`src/rtl/gray_codec_seq.sv`:
```
// gray_codec_seq: handshaked Gray-code converter with a per-transaction mode.
//   Mode 0 converts binary to Gray in one cycle.
//   Mode 1 converts Gray to binary bit-serially. It resolves one bit per clock, from the MSB
//   down, which keeps the long XOR chain off the critical path.
//
// Ports:
//   clk        clock; all state updates on the rising edge
//   rst_n      synchronous active-low reset
//   in_valid   producer has a request
//   in_ready   block can accept a request (IDLE and not in reset)
//   in_mode    0 = binary-to-Gray, 1 = Gray-to-binary
//   in_data    value to convert
//   out_valid  result available (registered)
//   out_ready  consumer accepts result
//   out_data   converted value (registered)
//   out_mode   mode of the transaction that produced out_data (registered)
//   busy       high in any state other than IDLE
module gray_codec_seq #(
  parameter int unsigned WIDTH = 4
) (
  input  logic             clk,
  input  logic             rst_n,
  input  logic             in_valid,
  output logic             in_ready,
  input  logic             in_mode,
  input  logic [WIDTH-1:0] in_data,
  output logic             out_valid,
  input  logic             out_ready,
  output logic [WIDTH-1:0] out_data,
  output logic             out_mode,
  output logic             busy
);

  localparam int unsigned IdxW = $clog2(WIDTH);

  typedef enum logic [1:0] {
    StIdle,
    StConv,
    StHold
  } state_e;

  state_e            r_state, w_state_d;
  logic [WIDTH-1:0]  r_out_data, w_out_data_d;
  logic              r_out_valid, w_out_valid_d;
  logic              r_out_mode, w_out_mode_d;
  logic [WIDTH-1:0]  r_g, w_g_d;
  logic [IdxW-1:0]   r_idx, w_idx_d;

  logic              w_in_ready;
  logic              w_accept;
  logic [WIDTH-1:0]  w_shift;

  assign w_in_ready = (r_state == StIdle) && rst_n;
  assign w_accept   = in_valid && w_in_ready;
  // Bit i+1 of the partial result, aligned to position i.
  assign w_shift    = r_out_data >> 1;

  always_ff @(posedge clk) begin
    if (!rst_n) begin
      r_state     <= StIdle;
      r_out_data  <= '0;
      r_out_valid <= 1'b0;
      r_out_mode  <= 1'b0;
      r_g         <= '0;
      r_idx       <= '0;
    end else begin
      r_state     <= w_state_d;
      r_out_data  <= w_out_data_d;
      r_out_valid <= w_out_valid_d;
      r_out_mode  <= w_out_mode_d;
      r_g         <= w_g_d;
      r_idx       <= w_idx_d;
    end
  end

  always_comb begin
    w_state_d     = r_state;
    w_out_data_d  = r_out_data;
    w_out_valid_d = r_out_valid;
    w_out_mode_d  = r_out_mode;
    w_g_d         = r_g;
    w_idx_d       = r_idx;

    unique case (r_state)
      StIdle: begin
        if (w_accept) begin
          if (!in_mode) begin
            w_out_data_d  = in_data ^ (in_data >> 1);
            w_out_mode_d  = 1'b0;
            w_out_valid_d = 1'b1;
            w_state_d     = StHold;
          end else begin
            // The MSB of binary equals the MSB of Gray; lower bits are resolved in StConv.
            w_g_d                   = in_data;
            w_out_data_d            = '0;
            w_out_data_d[WIDTH-1]   = in_data[WIDTH-1];
            w_idx_d                 = IdxW'(WIDTH - 2);
            w_out_mode_d            = 1'b1;
            w_state_d               = StConv;
          end
        end
      end
      StConv: begin
        w_out_data_d[r_idx] = w_shift[r_idx] ^ r_g[r_idx];
        if (r_idx == '0) begin
          w_out_valid_d = 1'b1;
          w_state_d     = StHold;
        end else begin
          w_idx_d = r_idx - 1'b1;
        end
      end
      StHold: begin
        if (out_ready) begin
          w_out_valid_d = 1'b0;
          w_state_d     = StIdle;
        end
      end
      default: begin
        w_state_d = StIdle;
      end
    endcase
  end

  assign in_ready  = w_in_ready;
  assign busy      = (r_state != StIdle);
  assign out_valid = r_out_valid;
  assign out_data  = r_out_data;
  assign out_mode  = r_out_mode;

endmodule

```
`config.mk`:
```
export PLATFORM = sky130hd
export DESIGN_NAME = gray_codec_seq
export DESIGN_NICKNAME = d
export VERILOG_FILES = /design/src/rtl/gray_codec_seq.sv
export SDC_FILE = /design/constraint.sdc
export NUM_CORES = 1
export LEC_CHECK = 0
export BUFFER_PORTS_ARGS = -buffer_cell sky130_fd_sc_hd__buf_2
export CORE_MARGIN = 2
export CORE_UTILIZATION = 40
export DETAILED_ROUTE_END_ITERATION = 8
export MAX_ROUTING_LAYER = met4
export PLACE_DENSITY = 0.7
export SYNTH_ARGS = -nofsm -noshare
export SYNTH_HDL_FRONTEND = slang
export SYNTH_SLANG_ARGS = --single-unit
```
`constraint.sdc`:
```
create_clock -name clk -period 3.9 [get_ports clk]
set_input_delay 0.78 -clock clk [delete_from_list [all_inputs] [get_ports clk]]
set_output_delay 0.78 -clock clk [all_outputs]
set_load 0.05 [all_outputs]
```
==> impl_metrics.csv <==
group,metric,value,unit
outcome,status,"finished, final reports clean",
layout,final_core_util,0.507,
worst_setup_path,reg2reg_from,"r_state[0]$_SDFFE_PN0P_",
job,maxCapViolCount,0,
synthesis,async_flop_share,0,
clock_tree,cts_tree,"done",
synthesis,yosys-top-cells-count,"14 x dfxtp_1, 9 x nor2_1, 6 x inv_1, 6 x xnor2_1",
floorplanning,die_w,47.3,µm
worst_setup_path,rrSetupSlack,2.22,ns
synthesis,synth_area_leaders,"dfxtp_1 37%, xnor2_1 7.0%, ha_1 6.7%",
clock_tree,clock_latency,0.28,ns
synthesis,synth_top_area_cell,"dfxtp_1",
worst_hold_path,min_path_cells,2,
clock_tree,clk_pin_slew,0.09,ns
placement,gp_congestion,0.780,
global_route,grt_antenna_before_repair,0,
layout,area_delta_synth_final,17.8,%
global_route,grt_pass1_vias,548,
routing,wl_per_cell,12.5,µm
layout,diodes,0,
layout,fin_nets,113,
clock_tree,cts_setup_buffers,0,
pwr,ir_drop,0.000239,V
timing,worst_slew_pin_slew,0.521,ns
routing,met2_length,733,µm
pwr,power_density,376,nW/µm²
global_route,grt_remaining_overflow,0,
synthesis,yosysMostFrequentCell,"dfxtp_1",
routing,avgViaCountPerCell,5.30,
clock_tree,numCtsBuffers,3,
placement,numPortBuffers,16,
placement,dpl.hpwl,1.15,mm
floorplanning,rows,15,
floorplanning,num_io_pins,17,
timing,fin_hold_ws,0.454,ns
routing,firstDrtPassIters,4,
worst_setup_path,cp-end-kind,"output port",
synthesis,synth_warnings,0,
clock_tree,clockBufferDepth,2,
timing,final-hold-violation-count,0,
global_route,grt_pass1_wl,2.33,mm
layout,stdcell_count,124,
worst_hold_path,holdPathEnd,"out_mode$_SDFFE_PN0P_",
synthesis,syn_avg_cell_area,9.16,µm²
routing,antenna_left,0,
global_route,grt.total_usage,0.154,
timing,timing.fmax,455,MHz
routing,dr.first_iter.drc_count,17,
timing,final_max_slew_viol_count,0,
routing,drc,0,
synthesis,ys_ff_latch,14,
timing,relSlewSlack,0.652,
synthesis,ys_types,29,
synthesis,seq_area_frac_synth,0.373,
floorplanning,die_area,2240,µm²
synthesis,syn-cell-area,751,µm²
timing,rsz0062_at_grt,"false",
timing,setup_viol,0,
worst_setup_path,critPathMaxFanout,5,
synthesis,synth_top_area_frac,0.373,
clock_tree,root_buffer,"clkbuf_4",
synthesis,synth_nets,95,
routing,wl_met1,724,µm
global_route,grt_max_degree,13,
floorplanning,initial_core_util,0.430,
synthesis,synth-main-ff-cell,"dfxtp_1",
worst_setup_path,crit_type,"input pin to output port",
worst_hold_path,min-delay-start,"out_mode$_SDFFE_PN0P_",
timing,skew,0.00632,ns
placement,dp_cells,120,
clock_tree,ctsHtreeMaxLevel,1,
timing,fin_tns_setup,0,ns
clock_tree,holdBufCountCts,0,
routing,top_layer,"met4",
timing,post-route-period-util,0.564,
floorplanning,fp.dieH,47.3,µm
routing,met3_length,73,µm
worst_setup_path,cp_data_arrival_time,1.42,ns
clock_tree,cts_resized,0,
pwr,leakage,0.379,nW
worst_setup_path,r2r_end,"out_data[1]$_SDFFE_PN0P_",
timing,finalCriticalPeriod,2.20,ns
floorplanning,coreArea,1750,µm²
synthesis,synth-edff-count,0,
routing,drt-total-wl,1.55,mm
worst_setup_path,crit_path_start_kind,"input pin",
layout,drive_gt1_frac,0.253,
clock_tree,clock_sinks,14,
worst_hold_path,hp-class,"register to register",
synthesis,synth_cells,82,
worst_setup_path,r2r_cells,4,
worst_setup_path,worstPathRequired,3.12,ns
routing,vias,657,
==> logic make-up (layout without fill, tap and decap cells) <==
| kind of cell | count (synthesis) | count (layout) | share of synthesized area |
|---|---|---|---|
| xor+xnor | 6 | 6 | 0.0700 |
| buf+inv | 9 | 26 | 0.0483 |
| flops | 14 | 14 | 0.373 |
| simple gates | 29 | 29 | 0.212 |
| mux | 6 | 6 | 0.0983 |
| compound gates | 14 | 14 | 0.132 |
| fa+ha+maj | 4 | 4 | 0.0667 |
==> area by class of cell <==
class	count	area, µm²
Tap cell	25	31.3
Multi-Input combinational cell	59	434
Fill cell	172	861
Inverter	6	22.5
Sequential cell	14	280
Clock buffer	4	36.3
Timing Repair Buffer	16	80.1
==> per-layer routing <==
metal / vias up / GRT usage
li1: 319 / -
met1: 311 / 0.194
met2: 23 / 0.238
met3: 4 / 0.0346
met4: 0 / 0.0611
met5: - / -
==> sequential cells by signal, summed over array words and instances, names as in the netlist <==
name	flops
r_idx	2
r_state	2
out_mode	1
out_data	4
out_valid	1
r_g	4
==> metrics by stage <==
step / power [mW] / setup slack [ns] / area (µm²)
after floorplan: 0.212 / 1.62 / 751
after global placement: 0.229 / 1.72 / 848
after detailed placement: 0.230 / 1.69 / 848
after CTS: 0.334 / 1.68 / 885
after global routing: 0.348 / 1.67 / 885
final: 0.332 / 1.70 / 885
==> worst max path at each step <==
| stage | from | to | slack (ns) | depth (start not counted) |
|---|---|---|---|---|
| 6_report | rst_n | in_ready | 1.70 | 3 |
| 5_1_grt | rst_n | in_ready | 1.67 | 3 |
| 4_1_cts | rst_n | in_ready | 1.68 | 3 |
| 3_5_place_dp | rst_n | in_ready | 1.69 | 3 |
| 3_3_place_gp | rst_n | in_ready | 1.72 | 3 |
| 2_1_floorplan | rst_n | r_idx[0]$_SDFFE_PN0P_ | 1.62 | 4 |
==> critical path: stages <==
cell	delay [ns]
buf_2	0.12
nor3b_2	0.22
buf_2	0.30
==> power breakdown <==
group	total [mW]	switching [mW]	internal, mW
Sequential	0.156	0.00636	0.150
Combinational	0.0703	0.0454	0.0249
Clock	0.106	0.0489	0.0568
==> cell usage in the layout, fill, tap and decap left out, types with 4 or more instances in the layout <==
master   Yosys  routed
a21oi_1      5       5
buf_2        1      16
dfxtp_1     14      14
ha_1         4       4
inv_1        6       6
mux2i_1      4       4
nand2_1      4       4
nor2_1       9       9
nor3_1       5       5
xnor2_1      6       6
Power figures use the tool's default switching activity.
